## src/rtl/gr_heep_pkg.sv

```systemverilog
// System-level constants for the gr-heep external crossbar.
// ExtXbarNSlave sets how many watchdog bridges sit on the external
// slave ports. ObiWdTimeoutCycles and ObiWdErrRdata are the default
// settings for each bridge instance.
package gr_heep_pkg;

  localparam int unsigned ExtXbarNSlave      = 2;
  localparam int unsigned ObiWdTimeoutCycles = 1024;
  localparam logic [31:0] ObiWdErrRdata      = 32'hBADC_AB1E;

endpackage

```

## src/rtl/obi_pkg.sv

```systemverilog
// OBI bus types shared by the external crossbar, its slaves and the
// watchdog bridge.
package obi_pkg;

  // Request channel: address phase plus write data.
  typedef struct packed {
    logic        req;
    logic        we;
    logic [3:0]  be;
    logic [31:0] addr;
    logic [31:0] wdata;
  } obi_req_t;

  // Response channel: grant for the address phase, rvalid/rdata for the response phase.
  typedef struct packed {
    logic        gnt;
    logic        rvalid;
    logic [31:0] rdata;
  } obi_resp_t;

endpackage

```

## src/rtl/gr_heep_obi_watchdog_bridge.sv

```systemverilog
// OBI watchdog bridge. It allows one outstanding transaction between one
// external-xbar master port and one external slave.
// While the slave keeps up, req/gnt/rvalid pass through with no added
// latency. If the slave misses the gnt deadline or the rvalid deadline,
// the bridge completes the transaction upstream itself and returns
// ErrRdata. After an rvalid timeout it then swallows one late rvalid.
// Optional status block: define GR_HEEP_OBI_WD_STATUS_EN to add the
// wd_clear_i, wd_count_o and wd_last_addr_o ports.
module gr_heep_obi_watchdog_bridge
  import obi_pkg::*;
  import gr_heep_pkg::*;
#(
  parameter int unsigned TimeoutCycles = ObiWdTimeoutCycles,  // must be >= 2
  parameter logic [31:0] ErrRdata      = ObiWdErrRdata
) (
  input  logic        clk_i,
  input  logic        rst_ni,
  input  obi_req_t    slv_req_i,
  output obi_resp_t   slv_resp_o,
  output obi_req_t    mst_req_o,
  input  obi_resp_t   mst_resp_i,
  output logic        timeout_o
`ifdef GR_HEEP_OBI_WD_STATUS_EN
  ,
  input  logic        wd_clear_i,
  output logic [15:0] wd_count_o,
  output logic [31:0] wd_last_addr_o
`endif
);

  localparam int unsigned     CntW    = $clog2(TimeoutCycles) + 1;
  localparam logic [CntW-1:0] CntLast = CntW'(TimeoutCycles - 1);

  typedef enum logic [2:0] {
    IDLE,
    WAIT_GNT,
    WAIT_RV,
    ERR_RV,
    DRAIN
  } obi_wd_state_e;

  obi_wd_state_e   r_state;
  logic [CntW-1:0] r_cnt;
  logic            r_drain;
  logic [31:0]     r_addr;
  logic            w_timeout;

  assign w_timeout = (r_cnt == CntLast);

  // Transaction FSM, wait counter, drain flag and address latch.
  // NOTE: state uses non-blocking assignments so that every register in
  // this block samples the values from before the edge.
  always_ff @(posedge clk_i or negedge rst_ni) begin
    if (!rst_ni) begin
      r_state <= IDLE;
      r_cnt   <= '0;
      r_drain <= 1'b0;
      r_addr  <= '0;
    end else begin
      unique case (r_state)
        IDLE: begin
          r_cnt   <= '0;
          r_drain <= 1'b0;
          if (slv_req_i.req) begin
            r_addr <= slv_req_i.addr;
            if (mst_resp_i.gnt) begin
              r_state <= WAIT_RV;
            end else begin
              // The request already stalled for one cycle in IDLE, so
              // the wait for gnt starts at 1.
              r_state <= WAIT_GNT;
              r_cnt   <= CntW'(1);
            end
          end
        end
        WAIT_GNT: begin
          // A gnt that arrives in the deadline cycle still wins.
          if (mst_resp_i.gnt) begin
            r_state <= WAIT_RV;
            r_cnt   <= '0;
          end else if (w_timeout) begin
            r_state <= ERR_RV;
            r_cnt   <= '0;
            r_drain <= 1'b0;
          end else begin
            r_cnt <= r_cnt + CntW'(1);
          end
        end
        WAIT_RV: begin
          if (mst_resp_i.rvalid) begin
            r_state <= IDLE;
            r_cnt   <= '0;
          end else if (w_timeout) begin
            // The slave still owes an rvalid; remember to absorb it.
            r_state <= ERR_RV;
            r_cnt   <= '0;
            r_drain <= 1'b1;
          end else begin
            r_cnt <= r_cnt + CntW'(1);
          end
        end
        ERR_RV: begin
          r_cnt   <= '0;
          r_drain <= 1'b0;
          // A late rvalid seen here is swallowed now, so nothing is left to drain.
          r_state <= (r_drain && !mst_resp_i.rvalid) ? DRAIN : IDLE;
        end
        DRAIN: begin
          // A second timeout here means the slave is dead; return to IDLE without reporting it.
          if (mst_resp_i.rvalid || w_timeout) begin
            r_state <= IDLE;
            r_cnt   <= '0;
          end else begin
            r_cnt <= r_cnt + CntW'(1);
          end
        end
        default: r_state <= IDLE;
      endcase
    end
  end

  // Output steering: pass-through, stall or a locally generated error response.
  // NOTE: every output gets a default first, so no path can infer a latch.
  always_comb begin
    mst_req_o  = '0;
    slv_resp_o = '0;
    timeout_o  = 1'b0;
    unique case (r_state)
      IDLE: begin
        mst_req_o      = slv_req_i;
        slv_resp_o.gnt = mst_resp_i.gnt;
      end
      WAIT_GNT: begin
        mst_req_o = slv_req_i;
        if (!mst_resp_i.gnt && w_timeout) begin
          mst_req_o.req  = 1'b0;
          slv_resp_o.gnt = 1'b1;
          timeout_o      = 1'b1;
        end else begin
          slv_resp_o.gnt = mst_resp_i.gnt;
        end
      end
      WAIT_RV: begin
        slv_resp_o.rvalid = mst_resp_i.rvalid;
        if (mst_resp_i.rvalid) begin
          slv_resp_o.rdata = mst_resp_i.rdata;
        end
        timeout_o = !mst_resp_i.rvalid && w_timeout;
      end
      ERR_RV: begin
        slv_resp_o.rvalid = 1'b1;
        slv_resp_o.rdata  = ErrRdata;
      end
      default: ;  // DRAIN: both sides blocked
    endcase
  end

`ifdef GR_HEEP_OBI_WD_STATUS_EN
  logic [15:0] r_wd_count;
  logic [31:0] r_wd_last_addr;

  // Timeout statistics. A clear wins over an increment in the same cycle.
  always_ff @(posedge clk_i or negedge rst_ni) begin
    if (!rst_ni) begin
      r_wd_count     <= '0;
      r_wd_last_addr <= '0;
    end else if (wd_clear_i) begin
      r_wd_count     <= '0;
      r_wd_last_addr <= '0;
    end else if (timeout_o) begin
      if (r_wd_count != 16'hFFFF) begin
        r_wd_count <= r_wd_count + 16'd1;
      end
      r_wd_last_addr <= r_addr;
    end
  end

  assign wd_count_o     = r_wd_count;
  assign wd_last_addr_o = r_wd_last_addr;
`endif

endmodule

```

## config.mk

```make
export PLATFORM = sky130hd
export DESIGN_NAME = gr_heep_obi_watchdog_bridge
export DESIGN_NICKNAME = d
export VERILOG_FILES = /design/src/rtl/gr_heep_pkg.sv /design/src/rtl/obi_pkg.sv /design/src/rtl/gr_heep_obi_watchdog_bridge.sv
export SDC_FILE = /design/constraint.sdc
export NUM_CORES = 1
export LEC_CHECK = 0
export ABC_AREA = 1
export CAP_MARGIN = 20
export CORE_UTILIZATION = 26
export CTS_BUF_LIST = sky130_fd_sc_hd__clkbuf_8
export DETAILED_ROUTE_END_ITERATION = 10
export PLACE_DENSITY = 0.8
export SETUP_SLACK_MARGIN = 0.4
export SLEW_MARGIN = 10
export SYNTH_ARGS = -nofsm -noshare
export SYNTH_HDL_FRONTEND = slang
export SYNTH_SLANG_ARGS = --single-unit
```

## constraint.sdc

```tcl
create_clock -name clk_i -period 1.2 [get_ports clk_i]
set_input_delay 0.12 -clock clk_i [delete_from_list [all_inputs] [get_ports clk_i]]
set_output_delay 0.12 -clock clk_i [all_outputs]
set_load 0.05 [all_outputs]
```

# [Word level (Yosys, flattened, before mapping)]
# Cells that the tools add are included.
[word_totals] out_inout_bits=105 inputBits=106 regBits=15 elab_cells=55
[op_classes] n_eq_ne=11 addsub=1 muxes=28 reduce_logical=12
[ops] op="$pmux W70 S2" n=1
[ops] op="$pmux W33 S2" n=1
[ops] op="$pmux W11 S5" n=1
[ops] op="$mux W11" n=4
[ops] op="$mux W32" n=1
[ops] op="$mux W3" n=6
[ops] op="$pmux W3 S5" n=1
[ops] op="$ne A2 B2 Y1 const B" n=6
[ops] op="$add A11 B1 Y11 const B" n=1
[ops] op="$eq A11 B10 Y1 const B" n=1
[ops] op="$mux W1" n=9
[ops] op="$eq A3 B2 Y1 const B" n=2
[ops] op="$reduce_and A5 Y1" n=1
[ops] op="$reduce_bool A5 Y1" n=1
[ops] op="$pmux W1 S2" n=2
[ops] op="$eq A3 B1 Y1 const B" n=1
[ops] op="$eq A3 B3 Y1 const B" n=1
[ops] op="$logic_and A1 B1 Y1" n=3
[ops] op="$logic_not A3 Y1" n=1
[ops] op="$pmux W1 S3" n=1
[ops] op="$reduce_bool A3 Y1" n=1
[ops] op="$logic_not A1 Y1" n=2
[ops] op="$mux W2" n=1
[ops] op="$reduce_and A2 Y1" n=1
[ops] op="other kinds (2)" n=2

# [Longest topological paths before layout]
[logic_depth] depth_word=4 mapped_depth=8

# [Worst setup path before layout]
# OpenSTA, ideal clock, no wires.
[synth_timing] kind="register to output" start="register r_cnt[1]" end="output mst_req_o[69] (netlist bit)" slack_ns=-0.947 stages_incl_launch_ff=7 t_arrival_ns=2.027 required_ns=1.080 path_cell_list="dfrtp_1 ha_1 nand3_1 inv_1 nand3_1 o21ai_0 o21ai_0"
[synth_lines] item="start: declaration" line="gr_heep_obi_watchdog_bridge.sv:43" text="logic [CntW-1:0] r_cnt;"
[synth_lines] item="start signal: assignment" line="gr_heep_obi_watchdog_bridge.sv:72" text="r_cnt <= CntW'(1);"
[synth_lines] item="start signal: assignment" line="gr_heep_obi_watchdog_bridge.sv:86" text="r_cnt <= r_cnt + CntW'(1);"
[synth_lines] item="start signal: assignment" line="gr_heep_obi_watchdog_bridge.sv:99" text="r_cnt <= r_cnt + CntW'(1);"
[synth_lines] item="end: declaration" line="gr_heep_obi_watchdog_bridge.sv:20" text="output obi_req_t mst_req_o,"

==> flow_summary.yaml <==
sta:
  relSlewSlack_pct: 77.5
  worst_pin_slew_ps: 336
  fmax_ghz: 0.527
  setup-violations-final: 120
  clock_skew_ps: 6.54
  fin_setup_tns_ps: -68320
  rsz0062_at_grt: "true"
  finalMaxSlewViolations: 0
  timing.final.ws_setup_ps: -697
  hold_violations: 0
  fin_crit_ps: 1900
  min_period_over_period_pct: 158
routing:
  top_layer: "met4"
  wl_per_cell_um: 21.4
  viasPerCell: 5.09
  drtPass1Iterations: 4
  drc_errors: 0
  wl_met1_um: 5330
  wl_met3_um: 1260
  routed-via-count: 3652
  wl_met2_um: 8060
  drt_iter0_markers: 174
  drt_wl_total_um: 15400
  ant_nets: 0
floorplanning:
  start_util_pct: 27.1
  core_region_area_um2: 6830
  dieWidth_um: 86.4
  io_pins: 211
  die_h_um: 86.4
  die_area_um2: 7460
  rows: 30
pwr:
  p_sw_share_pct: 56.6
  power_frac_comb_pct: 88.0
  vdd_drop_max_mv: 1.08
  pwr-share-clk_pct: 5.1
  pwr-share-seq_pct: 6.9
  p_int_w: 0.00395
  leakagePower_nw: 2.82
  power-per-cell-area_nw_per_um2: 1470
  netSwitchingPower_w: 0.00515
worst_setup_path:
  worstReg2RegStart: "r_cnt[0]"
  arrival_ps: 1780
  reg2reg_to: "r_state[0]"
  worstSetupPathType: "flop to output port"
  end_kind: "output port"
  critPathLaunchType: "flop"
  rrSetupSlack_ps: -490
  rr_worst_depth: 10
  required_ps: 1080
  critPathLaunch: "r_state[2]"
  cp_max_fo: 12
flow_run:
  maxCapViolCount: 0
clocking:
  clk_pin_slew_ps: 80
  cts_max_level: 1
  cts_made_buffers: 3
  clkLatencyLatePin_ps: 270
  cts.sinks: 15
  cts_tree: "done"
  root_buffer: "clkbuf_8"
  cts_max_path_buffers: 2
  cts_hold_buf: 0
grt:
  grt_pass1_vias: 3398
  grt_max_degree: 33
  grt_usage_pct: 30.4
  antenna_found_initial: 0
  grt.overflow.total: 0
  grt_pass1_wl_um: 17500
layout:
  final_common_cell: "clkdlybuf4s50_1"
  num-fill-cells: 259
  drive_gt1_share_pct: 53.2
  syn2layout_area_growth_pct: 233
  nets: 730
  layout_common_cells: "clkdlybuf4s50_1 (105), inv_1 (86), nor2_4 (62), buf_6 (57), buf_4 (51)"
  finalCoreUtilization_pct: 90.4
  diodes: 0
yosys:
  synth.avg_cell_area_um2: 5.17
  netlist_area_um2: 1850
  synth_fp_nets: 465
  syn_inst: 358
  synth_area_leaders: "dfrtp_1 (20%), nor2_1 (19%), inv_1 (18%)"
  yosysSeqAreaShare_pct: 20.3
  synth.distinct_cells: 25
  ys_ff_latch: 15
  yosysWarnings: 0
  synth_top_area_cell: "dfrtp_1"
  yosysTopAreaCellShare_pct: 20.3
run_status:
  status: "finished with violations"
  violations: "negative setup slack"
min_path:
  hold_path_class: "primary input to asynchronous set/reset pin"
placement:
  gp_congestion: 0.870
  hpwlAfterDp_um: 8540
  portBuffers: 210
-- state kept, by name, indices dropped and copies added (netlist names) --
| name | flops |
|---|---|
| r_cnt | 11 |
| r_drain | 1 |
| r_state | 3 |
-- cells in the mapped netlist --
library cell  number
nor2_1            95
inv_1             91
nand2_1           68
nand3_1           33
dfrtp_1           15
clkbuf_1           8
buf_4              7
o22ai_1            7
a21oi_1            5
o21ai_0            5
nand4_1            4
xor2_1             3
buf_2              2
inv_2              2
nor3_2             2
o21ai_1            2
a31oi_1            1
ha_1               1
nand2_2            1
nand3_2            1
nand4_2            1
nor2_2             1
o22ai_2            1
o31ai_1            1
xnor2_1            1
-- cell type report --
| class | count | area [µm²] | share of cell area, % |
|---|---|---|---|
| Inverter | 93 | 359 | 5.82 |
| Tap cell | 96 | 120 | 1.95 |
| Timing Repair Buffer | 277 | 3290 | 53.3 |
| Clock inverter | 1 | 7.51 | 0.122 |
| Clock buffer | 3 | 41.3 | 0.669 |
| Multi-Input combinational cell | 233 | 1970 | 32.0 |
| Sequential cell | 15 | 379 | 6.14 |
-- layer usage --
metal / up-vias / GRT usage, %
met4: 0 / 9.70
met1: 1793 / 32.7
li1: 1583 / -
met5: - / 0
met2: 210 / 57.9
met3: 66 / 7.52
-- metrics by stage --
stage | std cells | hold slack, ps | area, µm² | total power (W) | worst slack, ps
final | 718 | 168 | 6170 | 0.00909 | -697
after detailed placement | 697 | 455 | 4900 | 0.00661 | -352
after CTS | 710 | 180 | 5550 | 0.00806 | -561
after floorplan | 358 | -176 | 2190 | 0.00429 | -584
after global placement | 697 | 457 | 4900 | 0.00654 | -304
after global routing | 718 | 210 | 6170 | 0.00933 | -721
-- worst max-delay path by stage --
stage	endpoint	slack, ps	depth (start not counted)
after floorplan	mst_req_o[0]	-580	6
after global placement	r_cnt[4]	-300	6
after detailed placement	r_cnt[4]	-350	6
after CTS	slv_resp_o[33]	-560	8
after global routing	mst_req_o[2]	-720	7
final	mst_req_o[2]	-700	7
-- power by group through the flow --
stage	registers [W]	logic [W]	clock network, W
6_report	0.000625	0.00800	0.000466
5_1_grt	0.000627	0.00822	0.000484
4_1_cts	0.000603	0.00702	0.000436
3_5_place_dp	0.000603	0.00601	0
3_3_place_gp	0.000599	0.00595	0
2_1_floorplan	0.000598	0.00369	0
-- cells by family (layout without fill, tap and decap cells) --
| group | count (synthesis) | in the layout | synth area share, % |
|---|---|---|---|
| xor gates and xnor gates | 4 | 4 | 1.89 |
| AOI/OAI and AO/OA | 22 | 22 | 7.03 |
| DFF | 15 | 15 | 20.3 |
| buffers and inverters | 110 | 374 | 23.9 |
| adders and majority gates | 1 | 1 | 0.676 |
| and+or+nand+nor | 206 | 206 | 46.3 |
-- worst max-delay path: stages, from the launching register on --
cell and delay [ps]:
dfrtp_2 490, nor3_4 250, inv_2 90, nand2_4 90, inv_8 70, clkbuf_16 200
nor2_2 140, buf_6 170
-- timing repair --
| action | CTS | global route |
|---|---|---|
| buffers inserted | 6 | 6 |
| setup endpoints to repair | 120 | 120 |
| cloned | 3 | 2 |
| resized for setup | 142 | 130 |
| pin swaps | 5 | 8 |
(Power assumes the default switching activity.)
